### src/rtl/quad_enc_speed.sv
// Quadrature encoder interface: two-flop input synchroniser, x1/x4 Gray decode,
// windowed signed edge count (speed) with saturation, free-running position,
// direction of last step and a sticky illegal-transition flag.
module quad_enc_speed #(
  parameter int CNT_W = 16,
  parameter int WIN_W = 16,
  parameter int POS_W = 32
) (
  input  logic                    clk,
  input  logic                    rst_n,
  input  logic                    enc_a,
  input  logic                    enc_b,
  input  logic                    en,
  input  logic                    mode_x4,
  input  logic [WIN_W-1:0]        win_len,
  input  logic                    err_clr,
  output logic signed [CNT_W-1:0] speed,
  output logic                    speed_valid,
  output logic                    speed_sat,
  output logic signed [POS_W-1:0] position,
  output logic                    dir,
  output logic                    err
);

  // Accumulator clamp limits and the minimum window length.
  localparam logic signed [CNT_W-1:0] ACC_MAX = {1'b0, {(CNT_W-1){1'b1}}};
  localparam logic signed [CNT_W-1:0] ACC_MIN = {1'b1, {(CNT_W-1){1'b0}}};
  localparam logic [WIN_W-1:0]        LEN_ONE = {{(WIN_W-1){1'b0}}, 1'b1};
  localparam logic [WIN_W-1:0]        LEN_ZERO = {WIN_W{1'b0}};

  // AB patterns, channel A in bit 1. Forward order is 00 -> 10 -> 11 -> 01 -> 00.
  localparam logic [1:0] AB_00 = 2'b00;
  localparam logic [1:0] AB_10 = 2'b10;
  localparam logic [1:0] AB_11 = 2'b11;
  localparam logic [1:0] AB_01 = 2'b01;

  // True when prev -> cur is one forward step of the Gray sequence.
  function automatic logic is_fwd(input logic [1:0] prev_ab, input logic [1:0] cur_ab);
    logic res;
    case ({prev_ab, cur_ab})
      {AB_00, AB_10},
      {AB_10, AB_11},
      {AB_11, AB_01},
      {AB_01, AB_00}: res = 1'b1;
      default:        res = 1'b0;
    endcase
    return res;
  endfunction

  // Synchroniser and decode state
  logic                    r_a_meta;
  logic                    r_a_sync;
  logic                    r_b_meta;
  logic                    r_b_sync;
  logic [1:0]              r_prev;

  // Measurement state
  logic                    r_err;
  logic                    r_dir;
  logic signed [POS_W-1:0] r_position;
  logic [WIN_W-1:0]        r_wcnt;
  logic [WIN_W-1:0]        r_len;
  logic signed [CNT_W-1:0] r_accum;
  logic                    r_sat;
  logic signed [CNT_W-1:0] r_speed;
  logic                    r_speed_sat;
  logic                    r_speed_valid;

  // Combinational decode / datapath
  logic [1:0]              w_cur;
  logic [1:0]              w_chg;
  logic                    w_fwd;
  logic                    w_rev;
  logic                    w_illegal;
  logic signed [1:0]       w_step;
  logic signed [CNT_W:0]   w_sum;
  logic signed [CNT_W-1:0] w_acc_next;
  logic                    w_clamp;
  logic [WIN_W-1:0]        w_len_start;
  logic [WIN_W-1:0]        w_len_cur;
  logic [WIN_W-1:0]        w_len_last;
  logic                    w_win_last;

  assign w_cur = {r_a_sync, r_b_sync};
  assign w_chg = w_cur ^ r_prev;

  // Two-flop synchroniser for the asynchronous encoder pins.
  always_ff @(posedge clk or negedge rst_n) begin
    if (!rst_n) begin
      r_a_meta <= 1'b0;
      r_a_sync <= 1'b0;
      r_b_meta <= 1'b0;
      r_b_sync <= 1'b0;
    end else begin
      r_a_meta <= enc_a;
      r_a_sync <= r_a_meta;
      r_b_meta <= enc_b;
      r_b_sync <= r_b_meta;
    end
  end

  // Previous synchronised AB; tracks even while disabled so re-enable is step-free.
  always_ff @(posedge clk or negedge rst_n) begin
    if (!rst_n) begin
      r_prev <= 2'b00;
    end else begin
      r_prev <= w_cur;
    end
  end

  // Classify the prev -> cur transition as forward, reverse, illegal or none.
  always_comb begin
    w_fwd     = 1'b0;
    w_rev     = 1'b0;
    w_illegal = 1'b0;
    if (w_chg == 2'b11) begin
      w_illegal = 1'b1;
    end else if (w_chg == 2'b00) begin
      w_fwd = 1'b0;
    end else if (mode_x4) begin
      w_fwd = is_fwd(r_prev, w_cur);
      w_rev = !is_fwd(r_prev, w_cur);
    end else if (!r_prev[1] && w_cur[1]) begin
      // x1: only A rising counts; B level gives the direction.
      w_fwd = !w_cur[0];
      w_rev = w_cur[0];
    end else begin
      w_fwd = 1'b0;
    end
  end

  // Signed step value: +1, -1 or 0.
  always_comb begin
    w_step = 2'sb00;
    if (w_fwd) begin
      w_step = 2'sb01;
    end else if (w_rev) begin
      w_step = 2'sb11;
    end else begin
      w_step = 2'sb00;
    end
  end

  // Saturating add of the step into the window accumulator.
  always_comb begin
    w_sum      = {r_accum[CNT_W-1], r_accum} + {{(CNT_W-1){w_step[1]}}, w_step};
    w_acc_next = w_sum[CNT_W-1:0];
    w_clamp    = 1'b0;
    if (w_sum[CNT_W] != w_sum[CNT_W-1]) begin
      w_clamp    = 1'b1;
      w_acc_next = w_sum[CNT_W] ? ACC_MIN : ACC_MAX;
    end else begin
      w_clamp    = 1'b0;
    end
  end

  // Window length in force: sampled from win_len at window start, then held.
  always_comb begin
    w_len_start = win_len;
    w_len_cur   = r_len;
    if (win_len == LEN_ZERO) begin
      w_len_start = LEN_ONE;
    end else begin
      w_len_start = win_len;
    end
    if (r_wcnt == LEN_ZERO) begin
      w_len_cur = w_len_start;
    end else begin
      w_len_cur = r_len;
    end
    w_len_last = w_len_cur - LEN_ONE;
    w_win_last = (r_wcnt == w_len_last);
  end

  // Sticky illegal-transition flag; a new illegal event beats a clear.
  always_ff @(posedge clk or negedge rst_n) begin
    if (!rst_n) begin
      r_err <= 1'b0;
    end else if (w_illegal) begin
      r_err <= 1'b1;
    end else if (err_clr) begin
      r_err <= 1'b0;
    end else begin
      r_err <= r_err;
    end
  end

  // Running position and direction of the last counted step, frozen while disabled.
  always_ff @(posedge clk or negedge rst_n) begin
    if (!rst_n) begin
      r_position <= '0;
      r_dir      <= 1'b0;
    end else if (en && (w_fwd || w_rev)) begin
      r_position <= r_position + {{(POS_W-2){w_step[1]}}, w_step};
      r_dir      <= w_fwd;
    end else begin
      r_position <= r_position;
      r_dir      <= r_dir;
    end
  end

  // Gate window: counter, captured length, accumulator and clamp flag.
  always_ff @(posedge clk or negedge rst_n) begin
    if (!rst_n) begin
      r_wcnt  <= LEN_ZERO;
      r_len   <= LEN_ZERO;
      r_accum <= '0;
      r_sat   <= 1'b0;
    end else if (!en) begin
      r_wcnt  <= LEN_ZERO;
      r_len   <= r_len;
      r_accum <= '0;
      r_sat   <= 1'b0;
    end else begin
      if (r_wcnt == LEN_ZERO) begin
        r_len <= w_len_start;
      end else begin
        r_len <= r_len;
      end
      if (w_win_last) begin
        r_wcnt  <= LEN_ZERO;
        r_accum <= '0;
        r_sat   <= 1'b0;
      end else begin
        r_wcnt  <= r_wcnt + LEN_ONE;
        r_accum <= w_acc_next;
        r_sat   <= r_sat | w_clamp;
      end
    end
  end

  // Latch the closing window (including its terminal-cycle step) as a speed sample.
  always_ff @(posedge clk or negedge rst_n) begin
    if (!rst_n) begin
      r_speed       <= '0;
      r_speed_sat   <= 1'b0;
      r_speed_valid <= 1'b0;
    end else if (en && w_win_last) begin
      r_speed       <= w_acc_next;
      r_speed_sat   <= r_sat | w_clamp;
      r_speed_valid <= 1'b1;
    end else begin
      r_speed       <= r_speed;
      r_speed_sat   <= r_speed_sat;
      r_speed_valid <= 1'b0;
    end
  end

  assign speed       = r_speed;
  assign speed_valid = r_speed_valid;
  assign speed_sat   = r_speed_sat;
  assign position    = r_position;
  assign dir         = r_dir;
  assign err         = r_err;

endmodule

### config.mk
export PLATFORM = sky130hd
export DESIGN_NAME = quad_enc_speed
export DESIGN_NICKNAME = d
export VERILOG_FILES = /design/src/rtl/quad_enc_speed.sv
export SDC_FILE = /design/constraint.sdc
export NUM_CORES = 1
export LEC_CHECK = 0
export CAP_MARGIN = 20
export CORE_MARGIN = 2
export CORE_UTILIZATION = 58
export DETAILED_ROUTE_END_ITERATION = 16
export PLACE_DENSITY = 0.81
export SYNTH_ARGS = -nofsm -noshare
export SYNTH_HDL_FRONTEND = slang
export SYNTH_SLANG_ARGS = --single-unit
### constraint.sdc
create_clock -name clk -period 8.1 [get_ports clk]
set_clock_uncertainty 0.15 [all_clocks]
set_input_delay 0.81 -clock clk [delete_from_list [all_inputs] [get_ports clk]]
set_output_delay 0.81 -clock clk [all_outputs]
set_load 0.005 [all_outputs]
==> flow_metrics.env, run 1 <==
export IMPL_start_kind="input port"
export IMPL_hold_viol=0
export IMPL_cp_arrival_ps=5750
export IMPL_dp_slack_ps=2100
export IMPL_synth_top_area_frac=0.365
export IMPL_p_clk_frac=0.187
export IMPL_synth_edff_count=0
export IMPL_slew_headroom=0.310
export IMPL_dp_cells=1028
export IMPL_synth_most_common_cell="dfrtp_1"
export IMPL_synth_area_leaders="dfrtp_1 37%, ha_1 8.7%, xnor2_1 4.5%"
export IMPL_cellInternalPower_mw=1.41
export IMPL_cts_root_buffer="clkbuf_16"
export IMPL_hold_buffers=0
export IMPL_final_period_utilization=0.698
export IMPL_wl_um=16700
export IMPL_rsz0062_at_grt="no"
export IMPL_stdcell_count=1044
export IMPL_antenna_found_initial=0
export IMPL_core_region_area_um2=12500
export IMPL_io_pins=75
export IMPL_combPwrFrac=0.476
export IMPL_fmax_mhz=177
export IMPL_whs_ps=204
export IMPL_synth_seq_cells=107
export IMPL_dieHeight_um=116
export IMPL_drt_iter0_markers=479
export IMPL_fin_util=0.683
export IMPL_layout_setup_ws_ps=2440
export IMPL_cp_common_cell="a21oi_1"
export IMPL_worstSetupPathType="input port to register"
export IMPL_cp_max_fo=29
export IMPL_wl_per_cell_um=16.0
export IMPL_power_density_nw_per_um2=270
export IMPL_finalPower_mw=2.30
export IMPL_grt_pass1_vias=6143
export IMPL_clockBufferDepth=2
export IMPL_tns_ps=0
export IMPL_synth_top_flop_cell="dfrtp_1"
export IMPL_slowest_stage="o21ai_4"
export IMPL_hold_path_class="register to register"
export IMPL_syn_area_per_cell_um2=9.12
export IMPL_cts_tree="done"
export IMPL_cap_violations=0
export IMPL_cts_resized=0
export IMPL_cp_cell_sequence="clkdlybuf4s50_1 > inv_1 > a21oi_1 > a21oi_1 > o21ai_4 > buf_4 > ha_1 > nor2b_1 > o31a_1 > o2111ai_1 > a21oi_1 > o31ai_1 > a21oi_1 > o41ai_1 > a211oi_1 > or3b_2"
export IMPL_clk_latency_ps=360
export IMPL_grtUsageTotal=0.262
export IMPL_design_area_um2=8520
export IMPL_grt_start_max_net_pins=57
export IMPL_areaGrowthSynthToFinish_pct=16.1
export IMPL_crit_required_ps=8190
export IMPL_dieArea_um2=13600
export IMPL_syn_inst=804
export IMPL_initial_core_util=0.588
export IMPL_hpwl_um=12200
export IMPL_seqCellArea_um2=2680
export IMPL_die_x_um=116
export IMPL_setup_violations=0
export IMPL_grt_pass1_wl_um=28500
export IMPL_met3_usage=0.0301
export IMPL_ant_nets=0
export IMPL_cts_made_buffers=9
export IMPL_clkTransAtPathRegs_ps=80
export IMPL_drv_slew=0
export IMPL_drc=0
export IMPL_vias=6203
export IMPL_syn_nets=880
export IMPL_gp_congestion=0.957
export IMPL_met1_usage=0.333
export IMPL_drive_gt1_frac=0.0700
export IMPL_fillers=1003
export IMPL_fin_nets=943
export IMPL_ys_seq_area_frac=0.365
export IMPL_worst_slew_pin_transition_ps=1030
export IMPL_yosys_warnings=0
export IMPL_crit_path_end_kind="register"
export IMPL_grt_busiest_layer="met2"
export IMPL_yosysTopAreaCell="dfrtp_1"
export IMPL_post_dp_cell_area_um2=8230
export IMPL_clock_sinks=107
export IMPL_synthTopCellsByCount="107 x dfrtp_1, 74 x nand2_1, 65 x nor2_1"
export IMPL_h_tree_depth=3
export IMPL_portBuffers=74
export IMPL_met2_usage=0.466
export IMPL_via_per_inst=5.94
export IMPL_power_switching_uw=890
export IMPL_p_sw_frac=0.387
export IMPL_p_seq_frac=0.337
export IMPL_multiInputGateArea_um2=4440
export IMPL_rows=41
export IMPL_yosys_cell_types_count=64
export IMPL_leakagePower_nw=3.85
export IMPL_fin_crit_ps=5660
export IMPL_status="finished clean"
export IMPL_num_antenna_cells=0
export IMPL_ir_drop_uv=121
export IMPL_syn_cell_area_um2=7340
export IMPL_first_pass_iters=6
export IMPL_postCtsSetupBuffers=0
export IMPL_cpPeakStageDelay_ps=720
export IMPL_synthArstFlopShare=1.00
export IMPL_grt_overflow_total=0
-- cell usage in the layout (no fill, tap or decap), types with 6 or more instances in the layout --
cell type        synthesis  layout
a211oi_1                 9       9
mux2_2                  18      18
nor2_1                  65      65
clkdlybuf4s50_1          0      73
or3_1                   10      10
nand3_1                 24      24
o31ai_1                  9       9
buf_4                    0       6
inv_1                   33      33
and3_1                   7       7
a21oi_1                 42      42
nor2b_1                 12      12
o21a_1                  19      19
nor4_1                   6       6
o21ai_0                 53      51
nand4_1                  9       9
or2_2                    8       8
dfrtp_1                107     107
nor3_1                  25      25
xnor2_1                 38      38
clkbuf_16                0       9
ha_1                    51      51
xor2_1                  34      34
mux2i_1                 22      22
a21o_1                  14      14
nand2_1                 74      74
mux2_1                   8       8
-- routing by layer --
layer	vias up	wire, um
li1	3014	-
met1	3005	7370
met2	167	8480
met3	17	618
met4	0	246
met5	-	0
-- critical path, delay by kind of cell --
family | cells | cell delay, ps
compound gates | 10 | 2960
buf+inv | 3 | 990
simple gates | 2 | 620
fa+ha+maj | 1 | 330
-- area by class of cell --
type                            count  share of cell area
Sequential cell                   107               0.314
Clock buffer                       10              0.0281
Inverter                           33              0.0145
Tap cell                          172              0.0253
Clock inverter                      6             0.00544
Timing Repair Buffer               79              0.0911
Multi-Input combinational cell    637               0.521
-- registers in the layout (all words and copies together), names as in the netlist, 2 cells and up --
register and count:
r_len 16, r_wcnt 16, r_prev 2, position 32, speed 16, r_accum 16
-- cells by family (layout without fill, tap and decap cells) --
family,count (synthesis),after routing,synth area share
adder cells (fa/ha/maj),55,55,0.0952
AND/OR/NAND/NOR,268,268,0.179
multiplexers,48,48,0.0699
buffers and inverters,60,128,0.0334
XOR/XNOR,72,72,0.0860
AO/OA/AOI/OAI,194,194,0.171
flip-flops,107,107,0.365
-- worst paths after layout --
| check | startpoint | end | slack (ps) | cells after the start |
|---|---|---|---|---|
| setup / recovery | mode_x4 | position[28]$_DFFE_PN0P_ | 2440 | 16 |
| hold / removal | r_a_meta$_DFF_PN0_ | r_a_sync$_DFF_PN0_ | 200 | 0 |
| setup reg to reg | r_a_sync$_DFF_PN0_ | position[28]$_DFFE_PN0P_ | 2660 | 15 |
| hold reg to reg | r_a_meta$_DFF_PN0_ | r_a_sync$_DFF_PN0_ | 200 | 0 |
| max in group asynchronous | rst_n | position[10]$_DFFE_PN0P_ | 6310 | 2 |
| min in group asynchronous | rst_n | speed[11]$_DFFE_PN0P_ | 330 | 1 |
-- power by group through the flow --
stage	logic (mW)	clock network, mW	registers (mW)
after floorplan	0.746	0	0.759
after global placement	1.04	0	0.780
after detailed placement	1.08	0	0.786
after CTS	1.09	0.441	0.776
after global routing	1.23	0.466	0.794
final	1.10	0.431	0.776
No activity file was read; power rests on OpenSTA's default activity.
==> run 2, diff against run 1 <==
Clock period 8.1 ns to 5.65 ns, I/O delays scaled along.
==> run 2 against run 1 <==
  * Core utilization grew 0.31 points
  * Combinational power rose by 44%
  * Sequential power rose by 43%
  * Die area stayed put
  * Setup slack worse by 1800 ps
  * Critical path depth is 1 higher
  * Critical path type is now register to register
  * Critical endpoint is now speed[2]$_DFFE_PN0P_
  * Largest cell class unchanged
==> flow_metrics.env, run 2 (synthesis gave the netlist of run 1 again) <==
export IMPL_die_x_um=116
export IMPL_vias=6205
export IMPL_h_tree_depth=3
export IMPL_wl_per_cell_um=15.9
export IMPL_design_area_um2=8560
export IMPL_start_kind="register"
export IMPL_hold_viol=0
export IMPL_wl_um=16700
export IMPL_worst_slew_pin_transition_ps=836
export IMPL_cp_max_fo=20
export IMPL_hpwl_um=12400
export IMPL_ant_nets=0
export IMPL_clock_sinks=107
export IMPL_cts_resized=0
export IMPL_drive_gt1_frac=0.0753
export IMPL_cp_cell_sequence="ha_1 > xor2_1 > nand2_1 > o21ai_4 > nor2_1 > inv_1 > ha_1 > fa_1 > a211oi_1 > o21a_1 > o31ai_1 > a21o_1 > nand2_1 > a21o_1 > nor2_1 > o21ai_0 > mux2i_1"
export IMPL_cp_arrival_ps=5190
export IMPL_core_region_area_um2=12500
export IMPL_ir_drop_uv=193
export IMPL_largest_reg_flops=32
export IMPL_grt_pass1_vias=6046
export IMPL_multiInputGateArea_um2=4440
export IMPL_stdcell_count=1049
export IMPL_grtUsageTotal=0.261
export IMPL_hold_buffers=0
export IMPL_drc=0
export IMPL_slew_headroom=0.441
export IMPL_antenna_found_initial=0
export IMPL_initial_core_util=0.588
export IMPL_status="finished clean"
export IMPL_crit_required_ps=5790
export IMPL_first_pass_iters=7
export IMPL_rsz0062_at_grt="no"
export IMPL_clk_latency_ps=370
export IMPL_setup_violations=0
export IMPL_layout_commonest_cell="dfrtp_1"
export IMPL_clkTransAtPathRegs_ps=80
export IMPL_num_antenna_cells=0
export IMPL_fmax_mhz=198
export IMPL_areaGrowthSynthToFinish_pct=16.6
export IMPL_cts_tree="done"
export IMPL_fin_nets=948
export IMPL_cap_violations=0
export IMPL_whs_ps=82.6
export IMPL_tns_ps=0
export IMPL_cts_made_buffers=9
export IMPL_grt_pass1_wl_um=28200
export IMPL_drv_slew=0
export IMPL_leakagePower_nw=3.88
export IMPL_grt_start_max_net_pins=57
export IMPL_crit_path_end_kind="register"
export IMPL_io_pins=75
export IMPL_power_density_nw_per_um2=387
export IMPL_dp_cells=1033
export IMPL_drt_iter0_markers=344
export IMPL_final_cell_mix="107 x dfrtp_1, 74 x nand2_1, 73 x clkdlybuf4s50_1, 65 x nor2_1"
export IMPL_final_period_utilization=0.894
export IMPL_dp_slack_ps=337
export IMPL_gp_congestion=0.892
export IMPL_cpPeakStageDelay_ps=670
export IMPL_fin_util=0.686
export IMPL_finalPower_mw=3.31
export IMPL_cts_root_buffer="clkbuf_16"
export IMPL_worstSetupPathType="register to register"
export IMPL_postCtsSetupBuffers=0
export IMPL_rows=41
export IMPL_slowest_stage="nor2_1"
export IMPL_portBuffers=74
export IMPL_clockBufferDepth=2
export IMPL_fillers=1015
export IMPL_seqCellArea_um2=2680
export IMPL_post_dp_cell_area_um2=8270
export IMPL_dieHeight_um=116
export IMPL_dieArea_um2=13600
export IMPL_via_per_inst=5.92
export IMPL_layout_setup_ws_ps=599
export IMPL_fin_crit_ps=5050
export IMPL_hold_path_class="input port to asynchronous set/reset pin"
export IMPL_grt_overflow_total=0
==> run 2: area by class of cell <==
cell class                      count  area share
Multi-Input combinational cell    637       0.519
Sequential cell                   107       0.313
Timing Repair Buffer               84      0.0951
Clock buffer                       10      0.0279
Tap cell                          172      0.0252
Inverter                           33      0.0145
Clock inverter                      6     0.00556
==> run 2: report_power, final <==
| group | leakage, nW | internal (mW) | switching, mW |
|---|---|---|---|
| logic | 2.40 | 0.766 | 0.814 |
| clock network | 0.139 | 0.315 | 0.305 |
| registers | 1.34 | 0.948 | 0.165 |
==> run 2: metal layers <==
layer | up-vias | share of wire | global-route usage
li1 | 3027 | - | -
met1 | 3002 | 0.44 | 0.330
met2 | 149 | 0.51 | 0.460
met3 | 27 | 0.034 | 0.0275
met4 | 0 | 0.022 | 0.101
met5 | - | 0 | 0
==> run 2: path summary, 6_finish.rpt <==
| kind | startpoint | endpoint | slack, ps | cells past startpoint |
|---|---|---|---|---|
| min in group clk | r_b_meta$_DFF_PN0_ | r_b_sync$_DFF_PN0_ | 210 | 0 |
| max in group asynchronous | rst_n | r_len[6]$_DFFE_PN0P_ | 4080 | 2 |
| max | r_a_sync$_DFF_PN0_ | speed[2]$_DFFE_PN0P_ | 600 | 17 |
| min | rst_n | speed_valid$_DFF_PN0_ | 80 | 1 |
| max reg2reg | r_a_sync$_DFF_PN0_ | speed[2]$_DFFE_PN0P_ | 600 | 17 |
| min reg2reg | r_b_meta$_DFF_PN0_ | r_b_sync$_DFF_PN0_ | 210 | 0 |
==> run 2: worst max-delay path: cells and delay by family (launching register included) <==
kind,cells,cell delay (ps)
muxes,1,190
DFF,1,410
buffers and inverters,1,100
adders and majority gates,3,790
xor gates and xnor gates,1,270
AOI/OAI and AO/OA,7,2050
and+or+nand+nor,4,990
==> run 3, diff against run 2 <==
--- a/config.mk
+++ b/config.mk
@@ -7,8 +7,9 @@
 export LEC_CHECK = 0
 export CAP_MARGIN = 20
+export CORE_ASPECT_RATIO = 1.4
 export CORE_MARGIN = 2
 export CORE_UTILIZATION = 58
 export DETAILED_ROUTE_END_ITERATION = 16
-export PLACE_DENSITY = 0.81
+export PLACE_DENSITY = 0.79
 export SYNTH_ARGS = -nofsm -noshare
 export SYNTH_HDL_FRONTEND = slang
--- a/constraint.sdc
+++ b/constraint.sdc
@@ -3,3 +3,3 @@
 set_input_delay 0.565 -clock clk [delete_from_list [all_inputs] [get_ports clk]]
 set_output_delay 0.565 -clock clk [all_outputs]
-set_load 0.005 [all_outputs]
+set_load 0.01 [all_outputs]
==> run 3 against run 2 <==
  * Via count increased by 1.3%
  * Wire length rose by 4.8%
  * Sequential share of layout area increased by 0.11 points
  * Core utilization increased by 0.62 points
  * Combinational power rose by 4%
  * Largest cell class unchanged
  * Global-route usage rose by 0.14 points
  * Power grew 1.8%
  * Largest power group unchanged
  * Register-to-register slack worse by 120 ps
  * Die area is essentially flat
==> flow_metrics.env, run 3 (synthesis gave the netlist of run 1 again) <==
export IMPL_num_antenna_cells=0
export IMPL_layout_setup_ws_ps=477
export IMPL_core_region_area_um2=12300
export IMPL_wl_met3_um=558
export IMPL_final_period_utilization=0.916
export IMPL_hold_path_class="input port to asynchronous set/reset pin"
export IMPL_via_per_inst=6.12
export IMPL_cap_violations=0
export IMPL_clkTransAtPathRegs_ps=70
export IMPL_io_pins=75
export IMPL_drv_slew=0
export IMPL_clock_sinks=107
export IMPL_drive_gt1_frac=0.0753
export IMPL_slew_headroom=0.359
export IMPL_cts_tree="done"
export IMPL_drt_iter0_markers=261
export IMPL_dieArea_um2=13600
export IMPL_final_cell_mix="107 x dfrtp_1, 74 x nand2_1, 73 x clkdlybuf4s50_1, 65 x nor2_1"
export IMPL_wl_met2_um=9310
export IMPL_rsz0062_at_grt="no"
export IMPL_antenna_found_initial=0
export IMPL_worstSetupPathType="register to register"
export IMPL_status="finished clean"
export IMPL_grtUsageTotal=0.262
export IMPL_fin_crit_ps=5170
export IMPL_cp_arrival_ps=5290
export IMPL_wl_met1_um=6850
export IMPL_hold_buffers=0
export IMPL_h_tree_depth=3
export IMPL_crit_required_ps=5770
export IMPL_cts_made_buffers=9
export IMPL_grt_pass1_vias=6291
export IMPL_fin_nets=948
export IMPL_rows=48
export IMPL_fin_util=0.693
export IMPL_fmax_mhz=193
export IMPL_wl_um=17500
export IMPL_setup_violations=0
export IMPL_clockBufferDepth=2
export IMPL_stdcell_count=1027
export IMPL_tns_ps=0
export IMPL_dp_cells=1011
export IMPL_clk_latency_ps=350
export IMPL_dieHeight_um=137
export IMPL_cts_root_buffer="clkbuf_16"
export IMPL_hpwl_um=13300
export IMPL_fillers=966
export IMPL_grt_start_max_net_pins=67
export IMPL_cp_max_fo=20
export IMPL_initial_core_util=0.596
export IMPL_power_density_nw_per_um2=395
export IMPL_drc=0
export IMPL_cts_resized=0
export IMPL_gp_congestion=0.932
export IMPL_seqCellArea_um2=2680
export IMPL_worst_slew_pin_transition_ps=958
export IMPL_start_kind="register"
export IMPL_grt_overflow_total=0
export IMPL_postCtsSetupBuffers=0
export IMPL_ir_drop_uv=164
export IMPL_first_pass_iters=5
export IMPL_grt_pass1_wl_um=28700
export IMPL_crit_path_end_kind="register"
export IMPL_ant_nets=0
export IMPL_largest_reg_flops=32
export IMPL_die_x_um=99.1
export IMPL_hold_viol=0
export IMPL_vias=6287
export IMPL_wl_per_cell_um=17.1
export IMPL_leakagePower_nw=3.88
export IMPL_finalPower_mw=3.37
export IMPL_layout_commonest_cell="dfrtp_1"
export IMPL_dp_slack_ps=243
export IMPL_areaGrowthSynthToFinish_pct=16.2
export IMPL_routed_top_layer="met4"
export IMPL_multiInputGateArea_um2=4440
export IMPL_portBuffers=74
[run 3: cell types whose count changed in the layout (fill, tap and decap cells not counted)]
cell,before,now
clkbuf_8,1,0
clkinvlp_4,1,2
inv_8,0,2
inv_6,2,1
clkinv_4,2,1
[run 3: worst max-delay path, stage by stage, from the launching register on]
cell and delay, ps:
dfrtp_1 410, ha_1 340, xor2_1 280, nand2_1 140, o21ai_4 550, nor2_1 130
inv_1 110, ha_1 220, fa_1 250, a211oi_1 110, o21a_1 210, o31ai_1 430
a21o_1 190, nand2_1 70, a21o_1 240, nor2_1 760, o21ai_0 290, mux2i_1 200
[run 3: worst paths after layout]
kind	startpoint	end	slack, ps	cells after the start
min reg2reg	r_b_meta$_DFF_PN0_	r_b_sync$_DFF_PN0_	200	0
min in group clk	r_b_meta$_DFF_PN0_	r_b_sync$_DFF_PN0_	200	0
min	rst_n	position[15]$_DFFE_PN0P_	30	1
max in group asynchronous	rst_n	r_len[11]$_DFFE_PN0P_	4080	2
max	r_a_sync$_DFF_PN0_	speed[2]$_DFFE_PN0P_	480	17
max reg2reg	r_a_sync$_DFF_PN0_	speed[2]$_DFFE_PN0P_	480	17
[run 3: metal layers]
layer	track usage	vias to the layer above
met5	0	-
met4	0.152	0
met3	0.0358	58
met2	0.482	155
met1	0.285	3050
li1	-	3024
[run 3: stage by stage]
step           instance area (um2)  hold slack, ps
2_1_floorplan                 7340             119
3_3_place_gp                  8240             183
6_report                      8530            33.8
4_1_cts                       8530            49.0
3_5_place_dp                  8240             186
5_1_grt                       8530            78.0
[run 3: area by class of cell]
class / count / area share
repair buffers: 84 / 0.0954
inverters: 33 / 0.0145
clock inverters: 7 / 0.00704
well taps: 150 / 0.0220
multi-input cells: 637 / 0.521
flip-flops and latches: 107 / 0.314
clock buffers: 9 / 0.0264
[run 3: power by group]
part / internal, mW / switching (mW) / total [mW]
Sequential: 0.948 / 0.170 / 1.12
Clock: 0.307 / 0.306 / 0.614
Combinational: 0.770 / 0.870 / 1.64
